`config.mk`:
```
export PLATFORM = sky130hd
export DESIGN_NAME = pwm_multi_gen_flat
export DESIGN_NICKNAME = d
export VERILOG_FILES = /design/src/rtl/pwm_pkg.sv /design/src/rtl/pwm_multi_gen_if.sv /design/src/rtl/seg7_dec.sv /design/src/rtl/pwm_multi_gen.sv /design/src/flat_wrapper.sv
export SDC_FILE = /design/constraint.sdc
export NUM_CORES = 1
export LEC_CHECK = 0
export ABC_AREA = 0
export BUFFER_PORTS_ARGS = -buffer_cell sky130_fd_sc_hd__buf_2
export CORE_UTILIZATION = 39
export CTS_CLUSTER_DIAMETER = 100
export DETAILED_ROUTE_END_ITERATION = 8
export PLACE_DENSITY_LB_ADDON = 0.12
export SLEW_MARGIN = 20
export SYNTH_ARGS = -nofsm -noshare
export SYNTH_HDL_FRONTEND = slang
export SYNTH_SLANG_ARGS = --single-unit
```
`constraint.sdc`:
```
create_clock -name clkin -period 25.3 [get_ports clkin]
set_input_delay 5.06 -clock clkin [delete_from_list [all_inputs] [get_ports clkin]]
set_output_delay 5.06 -clock clkin [all_outputs]
set_load 0.02 [all_outputs]
```
`src/rtl/pwm_pkg.sv`:
```
// Shared constants and helpers for the multi-channel PWM generator.
// Segment codes are ordered a..g, active-high.
package pwm_pkg;

  localparam logic [0:6] SEG_0     = 7'b1111110;
  localparam logic [0:6] SEG_1     = 7'b0110000;
  localparam logic [0:6] SEG_2     = 7'b1101101;
  localparam logic [0:6] SEG_3     = 7'b1111001;
  localparam logic [0:6] SEG_4     = 7'b0110011;
  localparam logic [0:6] SEG_5     = 7'b1011011;
  localparam logic [0:6] SEG_6     = 7'b1011111;
  localparam logic [0:6] SEG_7     = 7'b1110000;
  localparam logic [0:6] SEG_8     = 7'b1111111;
  localparam logic [0:6] SEG_9     = 7'b1111011;
  localparam logic [0:6] SEG_BLANK = 7'b0000000;

  localparam logic [3:0] BCD_BLANK = 4'hf;

  function automatic logic [11:0] to_bcd(
    input logic [15:0] v
  );
    return {4'((v / 16'd100) % 16'd10),
            4'((v / 16'd10) % 16'd10),
            4'(v % 16'd10)};
  endfunction

endpackage

```
`src/rtl/pwm_multi_gen_if.sv`:
```
// Button/selection inputs and PWM/display outputs of the
// multi-channel PWM generator.
interface pwm_multi_gen_if #(
  parameter int CH    = 4,
  parameter int CNT_W = 8
);

  logic             inc_n;
  logic             inc10_n;
  logic             dec_n;
  logic             dec10_n;
  logic [2:0]       sel;
  logic             center;
  logic [CH-1:0]    pwm;
  logic [CNT_W-1:0] duty;
  logic [0:6]       seg0;
  logic [0:6]       seg1;
  logic [0:6]       seg2;
  logic [0:6]       seg3;

  modport master (
    output inc_n, inc10_n, dec_n, dec10_n,
    output sel, center,
    input  pwm, duty,
    input  seg0, seg1, seg2, seg3
  );

  modport slave (
    input  inc_n, inc10_n, dec_n, dec10_n,
    input  sel, center,
    output pwm, duty,
    output seg0, seg1, seg2, seg3
  );

endinterface

```
`src/rtl/seg7_dec.sv`:
```
// BCD digit to active-high 7-segment code (a..g).
// Codes above 9 blank the digit.
module seg7_dec
  import pwm_pkg::*;
(
  input  logic [3:0] bcd,
  output logic [0:6] seg
);

  always_comb begin
    seg = SEG_BLANK;
    case (bcd)
      4'd0:    seg = SEG_0;
      4'd1:    seg = SEG_1;
      4'd2:    seg = SEG_2;
      4'd3:    seg = SEG_3;
      4'd4:    seg = SEG_4;
      4'd5:    seg = SEG_5;
      4'd6:    seg = SEG_6;
      4'd7:    seg = SEG_7;
      4'd8:    seg = SEG_8;
      4'd9:    seg = SEG_9;
      default: seg = SEG_BLANK;
    endcase
  end

endmodule

```
`src/rtl/pwm_multi_gen.sv`:
```
// Multi-channel PWM with button-set duty, period-aligned
// shadow registers and 7-segment readout of the selected channel.
module pwm_multi_gen
  import pwm_pkg::*;
#(
  parameter int CH       = 4,
  parameter int CNT_W    = 8,
  parameter int PERIOD   = 100,
  parameter int FINE     = 1,
  parameter int COARSE   = 10,
  parameter int RST_DUTY = 0
) (
  input  logic           clkin,
  input  logic           reset,
  pwm_multi_gen_if.slave io
);

  localparam int DW = CNT_W + 2;

  localparam logic [CNT_W-1:0] P    = CNT_W'(PERIOD);
  localparam logic [CNT_W-1:0] PM1  = CNT_W'(PERIOD - 1);
  localparam logic [CNT_W-1:0] RD   = CNT_W'(RST_DUTY);
  localparam logic [CNT_W-1:0] ROFF =
    CNT_W'((PERIOD - RST_DUTY) / 2);

  localparam logic signed [DW-1:0] DF = DW'(FINE);
  localparam logic signed [DW-1:0] DC = DW'(COARSE);
  localparam logic signed [DW-1:0] DP = DW'(PERIOD);

  if (CH < 1 || CH > 8 ||
      PERIOD < 2 || PERIOD > 999 ||
      PERIOD > (1 << CNT_W) - 1 ||
      RST_DUTY < 0 || RST_DUTY > PERIOD) begin : g_bad
    $error("pwm_multi_gen: illegal parameters");
  end

  logic [3:0] s1, s2, s3;
  logic [3:0] press;

  always_ff @(posedge clkin or negedge reset) begin
    if (!reset) begin
      s1 <= '1;
      s2 <= '1;
      s3 <= '1;
    end else begin
      s1 <= {io.dec10_n, io.dec_n,
             io.inc10_n, io.inc_n};
      s2 <= s1;
      s3 <= s2;
    end
  end

  assign press = s3 & ~s2;

  logic [CNT_W-1:0] cnt;
  logic             sh_mode;
  logic             wrap;

  assign wrap = (cnt == PM1);

  always_ff @(posedge clkin or negedge reset) begin
    if (!reset) begin
      cnt     <= '0;
      sh_mode <= 1'b0;
    end else begin
      cnt <= wrap ? '0 : cnt + 1'b1;
      if (wrap) sh_mode <= io.center;
    end
  end

  logic [CNT_W-1:0]     duty_a [CH];
  logic [CNT_W-1:0]     cur;
  logic [CNT_W-1:0]     nxt;
  logic                 valid;
  logic signed [DW-1:0] delta;
  logic signed [DW-1:0] sum;

  always_comb begin
    valid = {1'b0, io.sel} < 4'(CH);
    cur   = '0;
    for (int i = 0; i < CH; i++)
      if (io.sel == 3'(i)) cur = duty_a[i];
    delta = (press[0] ? DF : '0)
          + (press[1] ? DC : '0)
          - (press[2] ? DF : '0)
          - (press[3] ? DC : '0);
    sum = $signed({2'b00, cur}) + delta;
    nxt = sum[CNT_W-1:0];
    if (sum < 0)       nxt = '0;
    else if (sum > DP) nxt = P;
  end

  logic [CH-1:0] pwm_v;

  for (genvar i = 0; i < CH; i++) begin : g_ch
    logic [CNT_W-1:0] d, sd, so;
    logic [CNT_W-1:0] lo, hi;
    logic             p;

    // Window [lo, hi) over the shared counter; lo is 0 in edge mode.
    assign lo = sh_mode ? so : '0;
    assign hi = lo + sd;

    always_ff @(posedge clkin or negedge reset) begin
      if (!reset) begin
        d  <= RD;
        sd <= RD;
        so <= ROFF;
        p  <= 1'b0;
      end else begin
        if (|press && io.sel == 3'(i)) d <= nxt;
        if (wrap) begin
          sd <= d;
          so <= (P - d) >> 1;
        end
        p <= (cnt >= lo) && (cnt < hi);
      end
    end

    assign duty_a[i] = d;
    assign pwm_v[i]  = p;
  end

  logic [11:0] bcd;
  logic [3:0]  d0, d1, d2, d3;

  assign bcd = to_bcd(16'(cur));
  assign d0  = valid ? bcd[3:0]       : BCD_BLANK;
  assign d1  = valid ? bcd[7:4]       : BCD_BLANK;
  assign d2  = valid ? bcd[11:8]      : BCD_BLANK;
  assign d3  = valid ? {1'b0, io.sel} : BCD_BLANK;

  assign io.pwm  = pwm_v;
  assign io.duty = valid ? cur : '0;

  seg7_dec u_seg0 (.bcd(d0), .seg(io.seg0));
  seg7_dec u_seg1 (.bcd(d1), .seg(io.seg1));
  seg7_dec u_seg2 (.bcd(d2), .seg(io.seg2));
  seg7_dec u_seg3 (.bcd(d3), .seg(io.seg3));

endmodule

```
`src/flat_wrapper.sv`:
```
// flat-port wrapper written by rule: the top's interface ports become plain ports
module pwm_multi_gen_flat import pwm_pkg::*;
#(
  parameter int CH       = 4,
  parameter int CNT_W    = 8,
  parameter int PERIOD   = 100,
  parameter int FINE     = 1,
  parameter int COARSE   = 10,
  parameter int RST_DUTY = 0
)
  (clkin, reset, io_inc_n, io_inc10_n, io_dec_n, io_dec10_n, io_sel, io_center, io_pwm, io_duty, io_seg0, io_seg1, io_seg2, io_seg3);
  pwm_multi_gen_if #(.CH(CH), .CNT_W(CNT_W)) io_i ();
  input  logic clkin;
  input  logic reset;
  input wire logic [$bits(io_i.inc_n)-1:0] io_inc_n;
  input wire logic [$bits(io_i.inc10_n)-1:0] io_inc10_n;
  input wire logic [$bits(io_i.dec_n)-1:0] io_dec_n;
  input wire logic [$bits(io_i.dec10_n)-1:0] io_dec10_n;
  input wire logic [$bits(io_i.sel)-1:0] io_sel;
  input wire logic [$bits(io_i.center)-1:0] io_center;
  output wire logic [$bits(io_i.pwm)-1:0] io_pwm;
  output wire logic [$bits(io_i.duty)-1:0] io_duty;
  output wire logic [$bits(io_i.seg0)-1:0] io_seg0;
  output wire logic [$bits(io_i.seg1)-1:0] io_seg1;
  output wire logic [$bits(io_i.seg2)-1:0] io_seg2;
  output wire logic [$bits(io_i.seg3)-1:0] io_seg3;
  assign io_i.inc_n = io_inc_n;
  assign io_i.inc10_n = io_inc10_n;
  assign io_i.dec_n = io_dec_n;
  assign io_i.dec10_n = io_dec10_n;
  assign io_i.sel = io_sel;
  assign io_i.center = io_center;
  assign io_pwm = io_i.pwm;
  assign io_duty = io_i.duty;
  assign io_seg0 = io_i.seg0;
  assign io_seg1 = io_i.seg1;
  assign io_seg2 = io_i.seg2;
  assign io_seg3 = io_i.seg3;
  pwm_multi_gen #(.CH(CH), .CNT_W(CNT_W), .PERIOD(PERIOD), .FINE(FINE), .COARSE(COARSE), .RST_DUTY(RST_DUTY)) u_core (.clkin(clkin), .reset(reset), .io(io_i));
endmodule
```
# After elaboration in Yosys (flattened, before gate mapping)
# Memory sizes are Yosys's and may differ from the RTL's.
# Index checks and enable logic that the tools add are counted.
classes:
  n_reduce_logical: 10
  addsub: 13
  n_div: 5
  eq_ne: 4
  muxes: 20
  bitwise_logic: 2
  n_shift: 0
  multipliers: 0
  n_lt_le_gt_ge: 11
ops:
  columns: ["cell", "n"]
  rows:
  - ["$mux W8", 8]
  - ["$add A8 B8 Y8", 4]
  - ["$ge A8 B8 Y1", 4]
  - ["$lt A8 B8 Y1", 4]
  - ["$mod A16 B4 Y16 const B", 2]
  - ["$sub A7 B8 Y8 const A", 4]
  - ["$mux W7", 4]
  - ["$mux W4", 6]
  - ["$sub A10 B10 Y10", 2]
  - ["$div A8 B4 Y16 const B", 1]
  - ["$div A8 B7 Y16 const B", 1]
  - ["$mod A8 B4 Y16 const B", 1]
  - ["$add A10 B10 Y10", 1]
  - ["$add A9 B10 Y10", 1]
  - ["$gt A10 B8 Y1 const B", 1]
  - ["$lt A10 B1 Y1 const B", 1]
  - ["$add A8 B1 Y8 const B", 1]
  - ["$eq A8 B7 Y1 const B", 1]
  - ["$logic_and A1 B1 Y1", 8]
  - ["$eq A3 B2 Y1 const B", 2]
  - ["$and A4 B4 Y4", 1]
  - ["$not A4 Y4", 1]
  - ["$reduce_or A4 Y1", 1]
  - ["$eq A3 B1 Y1 const B", 1]
  - ["other kinds (3)", 4]
word_totals:
  romBits: 448
  latchBits: 0
  regBits: 117
  out_inout_bits: 40
  ram_bits: 0
  memories: 4
mem_list:
  columns: ["name", "words", "width", "rd", "rd_ports_with_merged_regs", "write_ports", "line", "rtl"]
  rows:
  - ["(no name shown)", 16, 7, 1, 0, 0, "seg7_dec.sv:12", "case (bcd)"]
  - ["(no name shown)", 16, 7, 1, 0, 0, "seg7_dec.sv:12", null]
  - ["(no name shown)", 16, 7, 1, 0, 0, "seg7_dec.sv:12", null]
  - ["(no name shown)", 16, 7, 1, 0, 0, "seg7_dec.sv:12", null]

# Longest topological paths before layout
# Gate-level depths: netlist of the first run.
logic_depth:
  word_depth: 10
  ltp_mapped: 32
  ltp_nobuf: 30

# Modules after synthesis
# A second synthesis of the first run with hierarchy kept.
hier_totals:
  cells_unflattened: 1128
  area_unflattened_um2: 10583.9
by_module_without_submodules:
  columns: ["module", "seq_area_each_um2", "n_inst", "area_per_inst_um2", "cells_each"]
  rows:
  - ["pwm_multi_gen", 2957.8, 1, 9708.1, 1016]
  - ["seg7_dec", 0.0, 4, 219.0, 28]

# Worst setup path before layout of the first run
# Ideal clock, no wire load.
synth_timing:
  path_type: "input -> output"
  start: "in io_sel[0]"
  end: "out io_seg1[6]"
  path_stages: 31
  t_required_ns: 20.240
  arrival_ns: 11.290
  slack_ns: 8.950
  path_buffers: 2
  path_cell_list: "buf_6 -> buf_6 -> mux2_4 -> a22o_1 -> ha_1 -> nor4_4 -> nor2_1 -> ha_1 -> nor2b_1 -> nand2_1 -> o31a_4 -> o31ai_1 -> nand3_1 -> inv_1 -> ha_1 -> nand3_1 -> a31o_1 -> and3_1 -> a211oi_1 -> a211o_1 -> o2111ai_4 -> nand2_1 -> a22oi_1 -> ha_1 -> o211a_1 -> inv_1 -> o22ai_1 -> a221o_1 -> o21ba_2 -> nand2_1 -> o311ai_1"
synth_via:
  elab_chain_cells: 9
synth_lines:
  columns: ["item", "line", "rtl"]
  rows:
  - ["start, declared", "flat_wrapper.sv:19", "input wire logic [$bits(io_i.sel)-1:0] io_sel;"]
  - ["$logic_not A3 Y1", "pwm_multi_gen.sv:82", "if (io.sel == 3'(i)) cur = duty_a[i];"]
  - ["$mux W8 (4 in series)", "pwm_multi_gen.sv:82", null]
  - ["$div A8 B4 Y16", "pwm_pkg.sv:23", "4'((v / 16'd10) % 16'd10),"]
  - ["$mod A16 B4 Y16", "pwm_pkg.sv:23", null]
  - ["$mux W4 (*)", "pwm_multi_gen.sv:129", "assign d1 = valid ? bcd[7:4] : BCD_BLANK;"]
  - ["$mem_v2 Z16 W7 (*)", null, null]
  - ["end, declared", "flat_wrapper.sv:24", "output wire logic [$bits(io_i.seg1)-1:0] io_seg1;"]
# Every way passes the cells marked *; elsewhere a longest branch is shown, timed or not.

# Final worst setup path of the first run
layout_timing:
  start: "in io_sel[0]"
  end: "out io_seg1[1]"
# The elaborated chain is that of the path after synthesis.

==> results of run 1 <==
[sequential cells by signal (all words and copies together) (netlist names)]
register        cells
u_core.g_ch.d      32
u_core.g_ch.sd     32
u_core.g_ch.so     28
u_core.cnt          8
u_core.g_ch.p       4
u_core.s1           4
u_core.s2           4
u_core.s3           4
u_core.sh_mode      1
[through the flow]
| step | worst slack [ps] | cell area (um2) | power (W) |
|---|---|---|---|
| 4_1_cts | 7980 | 11400 | 0.000895 |
| 2_1_floorplan | 8950 | 10300 | 0.000542 |
| 3_3_place_gp | 8160 | 10800 | 0.000634 |
| 5_1_grt | 7370 | 11400 | 0.000947 |
| 3_5_place_dp | 8000 | 10800 | 0.000632 |
| 6_report | 7880 | 11400 | 0.000889 |
[worst paths after layout]
path	startpoint	end	cells after the start
setup / recovery	io_sel[0]	io_seg1[1]	30
hold / removal	u_core.s1[2]$_DFF_PN1_	u_core.s2[2]$_DFF_PN1_	0
setup reg to reg	u_core.g_ch[2].d[0]$_DFFE_PN0P_	u_core.g_ch[2].d[0]$_DFFE_PN0P_	20
hold reg to reg	u_core.s1[2]$_DFF_PN1_	u_core.s2[2]$_DFF_PN1_	0
max in group asynchronous	reset	u_core.g_ch[3].so[3]$_DFFE_PN0N_	2
min in group asynchronous	reset	u_core.g_ch[1].sd[5]$_DFFE_PN0N_	1
[power groups by stage]
stage,combinational (W),sequential (W),clock (W)
floorplan,0.000322,0.000220,0
detailed placement,0.000391,0.000242,0
CTS,0.000393,0.000239,0.000264
global route,0.000435,0.000242,0.000270
global placement,0.000391,0.000242,0
finish,0.000392,0.000239,0.000258
[layout make-up]
cell class,count,area share
clock inverter,9,0.0131
clock buffer,23,0.0420
multi-input combinational,839,0.590
tap,335,0.0368
inverter,98,0.0343
timing repair buffer,52,0.0237
sequential,117,0.260
[Yosys cell counts (8+ instances only)]
| cell | n |
|---|---|
| a21o_1 | 15 |
| a21oi_1 | 56 |
| a31oi_1 | 12 |
| and2_1 | 14 |
| and3_1 | 13 |
| buf_6 | 8 |
| clkbuf_1 | 25 |
| dfrtp_1 | 93 |
| dfstp_2 | 24 |
| ha_1 | 127 |
| inv_1 | 90 |
| mux2_2 | 49 |
| mux2i_1 | 12 |
| nand2_1 | 104 |
| nand2b_1 | 22 |
| nand3_1 | 20 |
| nor2_1 | 45 |
| nor2b_1 | 22 |
| nor3_1 | 9 |
| o211ai_1 | 10 |
| o21a_1 | 8 |
| o21ai_0 | 71 |
| o21bai_1 | 15 |
| o31ai_1 | 8 |
| xnor2_1 | 39 |
| xor2_1 | 30 |
[kinds of logic (layout without fill, tap and decap cells)]
logic type      after synthesis  in the layout
compound gates              283            283
mux                          71             71
fa+ha+maj                   135            135
xor+xnor                     69             69
flops                       117            117
simple gates                281            281
buf+inv                     143            182
[cells in the final DEF (no fill, tap or decap), types with 30 or more instances in the layout]
cell type,n
a21oi_1,56
buf_2,48
dfrtp_1,93
ha_1,127
inv_1,90
mux2_2,49
nand2_1,104
nor2_1,45
o21ai_0,71
xnor2_1,39
xor2_1,30
[metal layers]
layer  part of all wire  up-vias
met2               0.45      131
met1               0.51     3757
met5                  0        -
met4              0.014        0
li1                   -     3978
met3              0.033       23
==> run_results.csv, run 1 <==
group,metric,value,unit
global_route,busiest_layer,"met2",
critical_path,path_max_fanout,22,
global_route,grt_overflow_total,0,
cts,cts.reportedPaths.clkPinSlew,60,ps
detailed_routing,final_antenna_net_count,0,
final_layout,seq_area,2960,um2
final_layout,syn2layout_area_growth,10.4,%
power_and_ir_drop,seqPwrFrac,0.269,
cts,cts_hold_buf,0,
critical_path,cp-end-kind,"output port",
power_and_ir_drop,p_sw,0.000357,W
critical_path,slowest_delay,650,ps
place,hpwl,19100,um
synthesis,synthDistinctLibCells,103,
timing,finClkSkew,10.2,ps
detailed_routing,wl_per_cell,17.2,um
global_route,antenna_found_initial,0,
global_route,grt_pass1_vias,7501,
power_and_ir_drop,internal_power,0.000532,W
die,core_region_area,26000,um2
global_route,gr-usage-met3,0.0296,
synthesis,synth_edf_count,0,
critical_path,r2r_slack,20130,ps
detailed_routing,drcViolationCount,0,
synthesis,synth_top_area_share,0.226,
synthesis,synth_top_family_by_area,"compound AO/OA/AOI/OAI gates",
timing,max_slew_margin,0.360,
cts,tritoncts,"built",
power_and_ir_drop,p_leak,5.60,nW
synthesis,synth-compound-area-share,0.199,
synthesis,synth_flop_cell,"dfrtp_1",
power_and_ir_drop,pwr-share-clk,0.290,
synthesis,synthMuxAreaShare,0.0841,
flow_run,maxCapViolations,0,
global_route,grt_max_degree,96,
die,num_rows,59,
synthesis,synth_simple_gate_area_frac,0.140,
final_layout,multi_input_area,6720,um2
synthesis,synth_xor_area_frac,0.0586,
cts,numCtsBuffers,17,
power_and_ir_drop,pwr-share-comb,0.441,
critical_path,cp_top_family,"compound AO/OA/AOI/OAI gates",
outcome,outcome,"finished, final reports clean",
final_layout,layout.nets,1269,
die,io_pins,50,
final_layout,final_layout_size_suffix_gt1_frac,0.185,
critical_path,path_class,"in2out",
timing,hold_viol_final,0,
die,start_util,0.397,
timing,tightest_slew,960,ps
cts,clkLatencyLatePin,410,ps
die,die_area,27100,um2
detailed_routing,detailroute.via_count,7889,
power_and_ir_drop,power.density,78.1,nW/um2
final_layout,nFillCells,2568,
timing,fin_crit,17420,ps
synthesis,synthCells,1099,
synthesis,synth_top_area_cell,"dfrtp_1",
power_and_ir_drop,switching_share,0.402,
critical_path,cp_slowest_cell,"nor2_1",
synthesis,ys_ff_latch,117,
cts,cts_max_level,4,
synthesis,synthAdderAreaFrac,0.169,
synthesis,ys_top_cells_by_area,"dfrtp_1 (23%), ha_1 (15%), dfstp_2 (6.1%)",
timing,whs,354,ps
global_route,grt_pass1_wl,40800,um
synthesis,synth_area,10300,um2
timing,finalMaxSlewViolations,0,
timing,finalSetupTns,0,ps
detailed_routing,vias_per_cell,5.36,
global_route,grt_use_total,0.195,
die,die_y,165,um
detailed_routing,routed_wl,25300,um
hold_path,hold_class,"reg2reg",
synthesis,ys_seq_area_frac,0.287,
detailed_routing,drtIter0Drc,429,
critical_path,critPathBufInv,6,
cts,cts_resized,0,
place,place_inst,1441,
critical_path,worstPathRequired,20240,ps
cts,cts_setup_buffers,0,
final_layout,fin_cells,1473,
timing,post-route-period-util,0.689,
cts,cts_sinks,117,
place,finalWeightedCongestion,0.846,
global_route,use_met2,0.304,
power_and_ir_drop,ir_worst_vdd,41.1,uV
timing,clock.fmax,57.4,MHz
timing,rsz0062_at_grt,"no",
final_layout,num_antenna_cells,0,
critical_path,cp_common_cell,"ha_1",
critical_path,cp-start-kind,"input port",
place,portBuffers,49,
global_route,grt_use_met1,0.278,
final_layout,fin_util,0.438,
synthesis,synth_nets,1243,
synthesis,async_flop_share,1.00,
synthesis,yosysWarnings,0,
detailed_routing,drt-pass1-iter-count,5,
cts,cts_buffer_depth,2,
critical_path,critical_path_arrival,12360,ps
timing,setup_viol,0,
cts,root_buffer,"clkbuf_16",
die,die_x,165,um
synthesis,avgSynthCellArea,9.39,um2
Power figures use the tool's default switching activity.
==> run 2: changes to the inputs <==
==> constraint.sdc (replaced) <==
create_clock -name clkin -period 14.8 [get_ports clkin]
set_input_delay 2.96 -clock clkin [delete_from_list [all_inputs] [get_ports clkin]]
set_output_delay 2.96 -clock clkin [all_outputs]
set_load 0.02 [all_outputs]
==> run 2 against run 1 <==
  * Sequential share of layout area unchanged
  * Setup slack worse by 6100 ps
  * Utilization unchanged
  * Highest routed layer unchanged
  * First-iteration DRC count up 21%
  * Cell count about the same
  * Count of clock-buffer cells in the layout unchanged
  * Register-to-register slack worse by 11000 ps
  * Combinational power up 71%
  * Routed wire length about the same
  * Sequential cell count unchanged
  * Global-route usage up 0.38 points
  * Clock power up 69%
  * Critical endpoint unchanged
==> run_results.csv, run 2 (synthesis results as in run 1) <==
group,metric,value,unit
timing,finalSetupTns,0,ps
power_and_ir_drop,pwr-share-comb,0.443,
timing,finalMaxSlewViolations,0,
cts,cts_sinks,117,
detailed_routing,drt-pass1-iter-count,5,
place,portBuffers,49,
final_layout,top_regs,"u_core.g_ch.d: 32 flops, u_core.g_ch.sd: 32 flops, u_core.g_ch.so: 28 flops",
critical_path,r2r_start,"u_core.g_ch[0].d[0]$_DFFE_PN0P_",
timing,tightest_slew,969,ps
flow_run,maxCapViolations,0,
hold_path,hp-start,"u_core.s1[0]$_DFF_PN1_",
power_and_ir_drop,seqPwrFrac,0.270,
timing,hold_viol_final,0,
detailed_routing,routed_wl,25300,um
cts,cts.reportedPaths.clkPinSlew,50,ps
place,pre_cts_ws,1830,ps
final_layout,nFillCells,2568,
detailed_routing,final_antenna_net_count,0,
detailed_routing,drtIter0Drc,521,
critical_path,path_class,"in2out",
global_route,grt_pass1_vias,7685,
critical_path,slowest_delay,490,ps
final_layout,layout.nets,1270,
final_layout,final_common_cell,"ha_1",
timing,setup_viol,0,
critical_path,cp_common_cell,"ha_1",
timing,post-route-period-util,0.881,
die,core_region_area,26000,um2
timing,fin_crit,13040,ps
final_layout,seq_area,2960,um2
detailed_routing,detailroute.via_count,7939,
critical_path,critical_path_arrival,10080,ps
detailed_routing,drcViolationCount,0,
die,die_x,165,um
detailed_routing,wl_per_cell,17.2,um
die,start_util,0.397,
final_layout,multi_input_area,6720,um2
timing,rsz0062_at_grt,"no",
power_and_ir_drop,p_leak,5.60,nW
critical_path,cp-startpoint,"io_sel[0]",
power_and_ir_drop,internal_power,0.000906,W
power_and_ir_drop,pwr-share-clk,0.288,
cts,cts_buffer_depth,2,
critical_path,path_max_fanout,22,
global_route,grt_max_degree,96,
critical_path,cp_slowest_cell,"nor4_4",
cts,cts_hold_buf,0,
outcome,outcome,"finished, final reports clean",
power_and_ir_drop,p_sw,0.000612,W
final_layout,fin_util,0.438,
cts,cts_max_level,4,
critical_path,cp-start-kind,"input port",
timing,max_slew_margin,0.354,
power_and_ir_drop,power,0.00152,W
final_layout,final_cell_mix,"ha_1 (127), nand2_1 (104), dfrtp_1 (93)",
power_and_ir_drop,switching_share,0.403,
place,hpwl,19100,um
cts,cts_resized,0,
critical_path,cp-end-kind,"output port",
die,num_rows,59,
global_route,grt_use_total,0.199,
cts,tritoncts,"built",
cts,cts_setup_buffers,0,
die,die_y,165,um
hold_path,hold_class,"reg2reg",
timing,fin_ws,1760,ps
final_layout,num_antenna_cells,0,
die,io_pins,50,
global_route,grt_pass1_wl,41700,um
place,finalWeightedCongestion,0.863,
power_and_ir_drop,ir_worst_vdd,78.8,uV
cts,clkLatencyLatePin,420,ps
cts,numCtsBuffers,17,
global_route,grt_overflow_total,0,
die,die_area,27100,um2
timing,finClkSkew,11.9,ps
power_and_ir_drop,power.density,133,nW/um2
timing,clock.fmax,76.7,MHz
global_route,antenna_found_initial,0,
critical_path,worstPathRequired,11840,ps
cts,root_buffer,"clkbuf_16",
final_layout,final_layout_size_suffix_gt1_frac,0.185,
detailed_routing,vias_per_cell,5.39,
final_layout,syn2layout_area_growth,10.4,%
-- run 2: cell types whose count changed in the layout (fill, tap and decap cells not counted) --
cell	previous run	this run
buf_4	4	5
clkbuf_1	3	4
clkbuf_8	3	2
clkinv_2	4	3
clkinvlp_4	0	1
-- run 2: critical path, delay by kind of cell --
family | cells | cell delay, ps
multiplexers | 1 | 370
buffers and inverters | 4 | 840
adder cells (fa/ha/maj) | 4 | 1100
AND/OR/NAND/NOR | 8 | 1520
AO/OA/AOI/OAI | 14 | 3260
-- run 2: through the flow --
step	std cells	cell area, um2	hold WS (ps)
after floorplan	1099	10300	345
after global placement	1442	10800	346
after detailed placement	1442	10800	347
after CTS	1474	11400	355
after global routing	1474	11400	356
final	1474	11400	354
-- run 2: layout make-up --
type / instances / share of cell area
clock buffers: 23 / 0.0411
clock inverters: 9 / 0.0133
inverters: 98 / 0.0343
multi-input cells: 839 / 0.590
flip-flops and latches: 117 / 0.260
well taps: 335 / 0.0368
repair buffers: 53 / 0.0244
-- run 2: per-layer routing --
layer  global-route usage  vias to the layer above  wire length [um]
li1                     -                     3975                 -
met1                0.283                     3774             12800
met2                0.312                      161             11200
met3               0.0344                       29              1010
met4               0.0434                        0               296
met5                    0                        -                 0
-- run 2: worst paths after layout --
kind / cells after the start / slack (ps) / endpoint
worst max-delay path: 31 / 1760 / io_seg1[1]
min in group asynchronous: 1 / 2670 / u_core.g_ch[1].sd[5]$_DFFE_PN0N_
max in group asynchronous: 2 / 10990 / u_core.g_ch[3].so[3]$_DFFE_PN0N_
worst min-delay path: 0 / 350 / u_core.s2[0]$_DFF_PN1_
worst max register to register: 20 / 9610 / u_core.g_ch[3].d[3]$_DFFE_PN0P_
worst min register to register: 0 / 350 / u_core.s2[0]$_DFF_PN1_
-- run 2: power by group through the flow --
stage                     logic (W)  clock network, W  registers (W)
final                      0.000672          0.000437       0.000409
after global routing       0.000750          0.000460       0.000415
after CTS                  0.000674          0.000445       0.000409
after detailed placement   0.000669                 0       0.000414
after global placement     0.000668                 0       0.000415
after floorplan            0.000550                 0       0.000376
